==> src/rtl/matrix_operand_loader.sv <==
// Initiator side of the 2x2 multiplier operand handshake. It collects eight serial words,
// pulses Start, then holds both matrices stable until the multiplier acks, or aborts on timeout.
module matrix_operand_loader #(
  parameter int WIDTH       = 32,
  parameter int ACK_TIMEOUT = 255
) (
  input  logic             input_Clk,
  input  logic             input_Reset_n,
  input  logic [WIDTH-1:0] input_Word,
  input  logic             input_Word_Valid,
  output logic             output_Word_Ready,
  output logic             output_Start,
  output logic             output_Stable,
  input  logic             input_AB_Ack,
  output logic [WIDTH-1:0] output_A11,
  output logic [WIDTH-1:0] output_A12,
  output logic [WIDTH-1:0] output_A21,
  output logic [WIDTH-1:0] output_A22,
  output logic [WIDTH-1:0] output_B11,
  output logic [WIDTH-1:0] output_B12,
  output logic [WIDTH-1:0] output_B21,
  output logic [WIDTH-1:0] output_B22,
  output logic             output_Busy,
  output logic             output_Error
);

  localparam int NUM_SLOTS = 8;
  localparam int TW        = (ACK_TIMEOUT > 1) ? $clog2(ACK_TIMEOUT) : 1;
  localparam logic [TW-1:0] TMAX = TW'((ACK_TIMEOUT == 0) ? 0 : ACK_TIMEOUT - 1);

  typedef enum logic [1:0] {
    S_LOAD  = 2'd0,
    S_START = 2'd1,
    S_WAIT  = 2'd2
  } state_t;

  state_t                               state_q, state_d;
  logic [2:0]                           count_q, count_d;
  logic [TW-1:0]                        timer_q, timer_d;
  logic                                 err_q, err_d;
  logic                                 accept;
  logic [NUM_SLOTS-1:0][WIDTH-1:0]      slot_q;

  assign output_Word_Ready = (state_q == S_LOAD) && input_Reset_n;
  assign accept            = input_Word_Valid && output_Word_Ready;

  always_ff @(posedge input_Clk) begin
    if (!input_Reset_n) begin
      state_q <= S_LOAD;
      count_q <= '0;
      timer_q <= '0;
      err_q   <= 1'b0;
    end else begin
      state_q <= state_d;
      count_q <= count_d;
      timer_q <= timer_d;
      err_q   <= err_d;
    end
  end

  always_comb begin
    state_d = state_q;
    count_d = count_q;
    timer_d = timer_q;
    err_d   = 1'b0;
    case (state_q)
      S_LOAD: begin
        if (accept) begin
          if (count_q == 3'd7) begin
            state_d = S_START;
            count_d = '0;
          end else begin
            count_d = count_q + 3'd1;
          end
        end
      end
      S_START: begin
        state_d = S_WAIT;
        timer_d = '0;
      end
      S_WAIT: begin
        // ack takes priority over a timeout landing on the same edge
        if (input_AB_Ack) begin
          state_d = S_LOAD;
          timer_d = '0;
        end else if ((ACK_TIMEOUT != 0) && (timer_q == TMAX)) begin
          state_d = S_LOAD;
          timer_d = '0;
          count_d = '0;
          err_d   = 1'b1;
        end else begin
          timer_d = timer_q + TW'(1);
        end
      end
      default: state_d = S_LOAD;
    endcase
  end

  // Slot registers only load while in LOAD, so they are frozen whenever Stable is high
  for (genvar i = 0; i < NUM_SLOTS; i++) begin : g_slot
    always_ff @(posedge input_Clk) begin
      if (!input_Reset_n)
        slot_q[i] <= '0;
      else if (accept && (count_q == 3'(i)))
        slot_q[i] <= input_Word;
    end
  end

  assign output_A11    = slot_q[0];
  assign output_A12    = slot_q[1];
  assign output_A21    = slot_q[2];
  assign output_A22    = slot_q[3];
  assign output_B11    = slot_q[4];
  assign output_B12    = slot_q[5];
  assign output_B21    = slot_q[6];
  assign output_B22    = slot_q[7];

  assign output_Start  = (state_q == S_START);
  assign output_Stable = (state_q == S_WAIT);
  assign output_Busy   = (state_q == S_START) || (state_q == S_WAIT);
  assign output_Error  = err_q;

endmodule

==> config.mk <==
export PLATFORM = sky130hd
export DESIGN_NAME = matrix_operand_loader
export DESIGN_NICKNAME = d
export VERILOG_FILES = /design/src/rtl/matrix_operand_loader.sv
export SDC_FILE = /design/constraint.sdc
export NUM_CORES = 1
export LEC_CHECK = 0
export BUFFER_PORTS_ARGS = -buffer_cell sky130_fd_sc_hd__buf_4
export CAP_MARGIN = 40
export CORE_MARGIN = 1.5
export CORE_UTILIZATION = 46
export CTS_CLUSTER_DIAMETER = 80
export DETAILED_ROUTE_END_ITERATION = 12
export GPL_TIMING_DRIVEN = 0
export PLACE_DENSITY = 0.75
export SETUP_SLACK_MARGIN = 0.5
export SLEW_MARGIN = 20
export SYNTH_ARGS = -nofsm -noshare
export SYNTH_HDL_FRONTEND = slang
export SYNTH_SLANG_ARGS = --single-unit
export TNS_END_PERCENT = 20
==> constraint.sdc <==
create_clock -name input_Clk -period 1.54 [get_ports input_Clk]
set_clock_uncertainty 0.05 [all_clocks]
set_input_delay 0.308 -clock input_Clk [delete_from_list [all_inputs] [get_ports input_Clk]]
set_output_delay 0.308 -clock input_Clk [all_outputs]
set_load 0.02 [all_outputs]
==> results of run 1 <==
[final timing paths]
kind / start / to / cells after the start
hold / removal: input_Word[13] / output_A22[13] / 3
setup / recovery: state_q[1] / output_B12[11] / 9
setup reg to reg: state_q[1] / output_B12[11] / 9
hold reg to reg: output_B22[31] / output_B22[31] / 2
[registers in the layout, summed over array words and instances, names as in the netlist]
signal and flops:
state_q 2, output_A21 32, output_A11 32, count_q 3, output_B22 32, timer_q 8, output_B21 32, output_A12 32
output_B11 32, output_Error 1, output_B12 32, output_A22 32
[layout make-up]
| class | instances | share of cell area, % |
|---|---|---|
| Clock inverter | 7 | 0.421 |
| Buffer | 119 | 7.00 |
| Clock buffer | 41 | 5.40 |
| Inverter | 9 | 0.239 |
| Sequential cell | 270 | 35.7 |
| Tap cell | 275 | 2.27 |
| Timing Repair Buffer | 309 | 17.9 |
| Multi-Input combinational cell | 848 | 31.1 |
[tightest hold or removal path: cells and delay by family]
family,cells,cell delay [ps]
AO/OA/AOI/OAI,1,50
AND/OR/NAND/NOR,1,60
buffers and inverters,1,160
[metal layers]
layer  up-vias  track usage (%)
li1       4661                -
met1      4832             36.5
met4         0             10.6
met5         -                0
met2       469             47.3
met3       105             6.91
[power groups by stage]
stage / logic (mW) / clock network [mW] / registers, mW
floorplan: 0.367 / 0 / 7.31
global placement: 0.746 / 0 / 7.24
detailed placement: 0.751 / 0 / 7.24
CTS: 0.807 / 6.57 / 7.08
global route: 0.972 / 6.86 / 7.09
finish: 0.929 / 6.57 / 7.08
[synth_stat cells (2+ instances only)]
cell type,number
a21oi_1,245
a21oi_2,16
and2_1,6
and3_1,4
buf_2,53
buf_4,16
buf_6,21
clkbuf_1,29
dfxtp_1,270
ha_1,12
inv_1,8
mux2i_1,2
nand2_1,524
nand3_1,5
nand4_1,3
nor2_1,9
o21ai_0,3
xnor2_1,2
xor2_1,5
[metrics by stage]
step	total power, mW	utilization (%)	instance area, sq um	hold slack [ps]	std cells
after floorplan	7.67	-	10000	401	1246
after global placement	7.98	58.5	12400	392	1784
after detailed placement	7.99	58.5	12400	397	1784
after CTS	14.5	66.5	14100	22.9	1857
after global routing	14.9	71.7	15200	26.3	1878
final	14.6	71.7	15200	32.6	1878
[cells by family (layout without fill, tap and decap cells)]
family,after synthesis,after routing,share of synthesized area [%]
and+or+nand+nor,559,559,21.7
DFF,270,270,54.1
AOI/OAI and AO/OA,268,268,14.2
buffers and inverters,128,485,7.65
adders and majority gates,12,12,1.50
xor gates and xnor gates,7,7,0.614
muxes,2,2,0.200
[what timing repair did]
item / CTS / global route
resized for setup: 149 / 209
setup buffers: 11 / 9
setup endpoints to repair: 531 / 531
gates cloned: 11 / 12
pin swaps: 22 / 74
hold buffers: 3 / 0
endpoints found under the hold margin: 1 / 0
==> impl_metrics.env, run 1 <==
export IMPL_rrSetupSlack_ps=-300
export IMPL_ys_seq_elements=270
export IMPL_dp_slack_ps=-526
export IMPL_critical_path_class="flop to flop"
export IMPL_internal_power_mw=11.2
export IMPL_critPathRequiredTime_ps=1880
export IMPL_fillers=1588
export IMPL_yosysTopAreaCell="dfxtp_1"
export IMPL_cts_buffers=27
export IMPL_viasPerCell=5.36
export IMPL_start_kind="flop"
export IMPL_maxCapViolCount=0
export IMPL_status="finished with violations"
export IMPL_final_cell_mix="nand2_1 (425), buf_4 (296), dfxtp_1 (265), a21oi_1 (155), a21oi_2 (105)"
export IMPL_slew_viol_final=0
export IMPL_wl_met2_um=17500
export IMPL_track_usage_pct=28.7
export IMPL_ys_types=32
export IMPL_io_pins=297
export IMPL_slew_headroom_pct=29.1
export IMPL_clockBufferDepth=3
export IMPL_place_congestion=0.829
export IMPL_synth_area_sq_um=9990
export IMPL_grt_max_degree=14
export IMPL_crit_chain="inv_2 -> ha_4 -> and3_4 -> buf_8 -> buf_12 -> nand3_4 -> buf_6 -> nand2_1 -> a21oi_1"
export IMPL_postRouteAntennaNets=0
export IMPL_layout_setup_ws_ps=-302
export IMPL_worstPathArrival_ps=2180
export IMPL_placementRows=53
export IMPL_grt_pass1_wl_um=49700
export IMPL_synth_seq_area_share_pct=54.1
export IMPL_num_vias=10067
export IMPL_antenna_found_initial=0
export IMPL_htree_levels=1
export IMPL_grt_pass1_vias=9019
export IMPL_synthFlopType="dfxtp_1"
export IMPL_critPathCaptureType="flop"
export IMPL_ff_latch_area_sq_um=5410
export IMPL_dp_hpwl_um=23200
export IMPL_drc_errors=0
export IMPL_max_slew_worst_pin_slew_ps=1060
export IMPL_multi_input_area_sq_um=4710
export IMPL_synth_edf_count=0
export IMPL_root_buffer="clkbuf_16"
export IMPL_violations="negative setup slack"
export IMPL_die_h_um=150
export IMPL_power_frac_comb_pct=6.4
export IMPL_drive_above_1_share_pct=42.0
export IMPL_synth_top_area_share_pct=54.1
export IMPL_routed_top_layer="met4"
export IMPL_overflow=0
export IMPL_synth_area_leaders="dfxtp_1 (54%), nand2_1 (20%), a21oi_1 (12%), buf_2 (2.7%), buf_6 (2.4%)"
export IMPL_sequentialPowerShare_pct=48.6
export IMPL_finalSetupTns_ps=-44320
export IMPL_area_delta_synth_final_pct=51.8
export IMPL_min_period_ps=1840
export IMPL_hold_violations=0
export IMPL_wl_um=36900
export IMPL_hold_class="input pin to flop"
export IMPL_fp_dieW_um=150
export IMPL_wl_met3_um=3450
export IMPL_cp_slowest_stage_delay_ps=330
export IMPL_switching_share_pct=23.5
export IMPL_wl_per_cell_um=19.7
export IMPL_finalCritPeriodShare_pct=120
export IMPL_netlist_instances=1246
export IMPL_clock_sinks=270
export IMPL_die_area_sq_um=22600
export IMPL_drtPass1Iterations=5
export IMPL_port_buffers=263
export IMPL_cp_slowest_cell="dfxtp_2"
export IMPL_clockPowerShare_pct=45.0
export IMPL_ys_async_sr_fraction_pct=0
export IMPL_fmax_ghz=0.543
export IMPL_wl_met1_um=14400
export IMPL_core_sq_um=21200
export IMPL_cts_tree="done"
export IMPL_antenna_cells=0
export IMPL_worst_path_buf_inv=4
export IMPL_p_switching_mw=3.42
export IMPL_synth_area_per_cell_sq_um=8.02
export IMPL_power_density_nw_per_um2=962
export IMPL_clkTransAtPathRegs_ps=60
export IMPL_rsz0062_at_grt="true"
export IMPL_p_leak_nw=5.94
export IMPL_cp_max_fo=8
export IMPL_drt_first_iter_violations=483
export IMPL_initial_core_util_pct=47.2
export IMPL_cp_top_family="buffers and inverters"
export IMPL_synth_warning_count=0
export IMPL_nNetsFinal=1632
export IMPL_clock_latency_ps=530
export IMPL_setup_violations=262
export IMPL_synthesis_nets=1294
export IMPL_worst_ir_drop_vdd_mv=0.870
export IMPL_final_common_cell="nand2_1"
Power figures use the tool's default switching activity.
==> inputs of run 2 (changes only) <==
CORE_MARGIN = 5   (was 1.5)
CORE_UTILIZATION = 51   (was 46)
PLACE_DENSITY = 0.79   (was 0.75)
clock period = 2 ns   (was 1.54 ns; I/O delays follow)
==> impl_metrics.env, run 2 (synthesized netlist as in run 1, its figures left out) <==
export IMPL_ff_latch_area_sq_um=5410
export IMPL_worstReg2RegStart="state_q[1]"
export IMPL_dp_slack_ps=-94.6
export IMPL_overflow=0
export IMPL_multi_input_area_sq_um=4560
export IMPL_grt_pass1_vias=9292
export IMPL_port_buffers=263
export IMPL_drt_first_iter_violations=546
export IMPL_layout_setup_ws_ps=177
export IMPL_htree_levels=1
export IMPL_critPathLaunch="state_q[1]"
export IMPL_critical_path_class="flop to flop"
export IMPL_rr_endpoint="output_B11[17]"
export IMPL_final_common_cell="nand2_1"
export IMPL_wl_per_cell_um=19.6
export IMPL_track_usage_pct=29.2
export IMPL_fmax_ghz=0.549
export IMPL_worst_ir_drop_vdd_mv=0.611
export IMPL_cp_max_fo=5
export IMPL_layoutNonFillerInstCount=1863
export IMPL_drive_above_1_share_pct=38.6
export IMPL_initial_core_util_pct=51.5
export IMPL_hold_class="input pin to flop"
export IMPL_final_cell_mix="nand2_1 (441), buf_4 (294), dfxtp_1 (267), a21oi_1 (180), a21oi_2 (81)"
export IMPL_die_h_um=150
export IMPL_rsz0062_at_grt="true"
export IMPL_place_congestion=0.840
export IMPL_postCtsHoldBufs=0
export IMPL_maxCapViolCount=0
export IMPL_slew_headroom_pct=47.6
export IMPL_antenna_cells=0
export IMPL_drtPass1Iterations=6
export IMPL_die_area_sq_um=22500
export IMPL_cts_buffers=27
export IMPL_postRouteAntennaNets=0
export IMPL_clock_latency_ps=530
export IMPL_rrSetupSlack_ps=180
export IMPL_clockBufferDepth=3
export IMPL_reg2reg_depth=11
export IMPL_grt_pass1_wl_um=51400
export IMPL_min_period_ps=1820
export IMPL_critPathRequiredTime_ps=2330
export IMPL_placementRows=51
export IMPL_nNetsFinal=1627
export IMPL_setup_violations=0
export IMPL_drc_errors=0
export IMPL_grt_max_degree=14
export IMPL_p_leak_nw=5.99
export IMPL_finalCritPeriodShare_pct=91.1
export IMPL_viasPerCell=5.38
export IMPL_crit_end="output_B11[17]"
export IMPL_io_pins=297
export IMPL_critPathCaptureType="flop"
export IMPL_fp_dieW_um=150
export IMPL_clock_sinks=270
export IMPL_core_sq_um=19400
export IMPL_hold_violations=0
export IMPL_clkTransAtPathRegs_ps=60
export IMPL_area_delta_synth_final_pct=47.5
export IMPL_dp_hpwl_um=23600
export IMPL_worstPathArrival_ps=2160
export IMPL_slew_viol_final=0
export IMPL_antenna_found_initial=0
export IMPL_totalPowerFinal_mw=11.0
export IMPL_start_kind="flop"
export IMPL_fillers=1395
export IMPL_cts_tree="done"
export IMPL_dp_cells=1774
export IMPL_max_slew_worst_pin_slew_ps=786
export IMPL_power_density_nw_per_um2=750
export IMPL_wl_um=36500
export IMPL_root_buffer="clkbuf_16"
export IMPL_status="completed"
export IMPL_num_vias=10024
## run 2: cell type report
type,count,share of cell area [%]
Buffer,119,6.65
Clock buffer,39,4.96
Multi-Input combinational cell,848,30.9
Timing Repair Buffer,304,17.6
Clock inverter,9,0.696
Sequential cell,270,36.7
Tap cell,265,2.25
Inverter,9,0.246
## run 2: where the power goes
part / internal [mW] / switching [mW] / total (mW) / leakage [nW]
logic: 0.214 / 0.474 / 0.689 / 3.40
registers: 5.43 / 0.0308 / 5.46 / 2.18
clock network: 2.79 / 2.11 / 4.90 / 0.409
total: 8.43 / 2.61 / 11.0 / 5.99
## run 2: worst min path at each step
stage,slack [ps],endpoint,start,cells after the start
finish,110,state_q[1],input_Reset_n,3
global route,100,state_q[0],input_Reset_n,3
CTS,90,state_q[1],input_Reset_n,3
detailed placement,400,output_A11[3],output_A11[3],2
global placement,390,output_B22[24],output_B22[24],2
floorplan,400,state_q[0],state_q[0],2
## run 2: per-layer routing
layer / track usage (%) / vias up / wire length [um]
met5: 0 / - / 0
met4: 12.3 / 0 / 1520
met3: 7.81 / 105 / 3630
met2: 48.5 / 504 / 17400
met1: 35.8 / 4778 / 14000
li1: - / 4637 / -
## run 2: timing repair
action / 4_1_cts / 5_1_grt
setup buffers: 13 / 9
cloned: 9 / 9
pin swaps: 65 / 44
setup endpoints to repair: 283 / 419
resized for setup: 120 / 186
## run 2: stage by stage
step	setup TNS (ps)	hold WS, ps	utilization [%]	area, sq um
after floorplan	0	401	-	10000
after global placement	-1250	392	63.6	12300
after detailed placement	-1600	397	63.6	12300
after CTS	0	93.0	71.2	13800
after global routing	0	97.6	75.9	14700
final	0	106	75.9	14700
## run 2: critical path, stage by stage (launching register included)
cell,delay (ps)
dfxtp_2,340
inv_2,60
ha_4,170
and3_4,150
buf_6,130
and3_4,180
buf_12,140
buf_6,110
buf_6,100
buf_8,130
nand2_4,60
a21oi_2,50
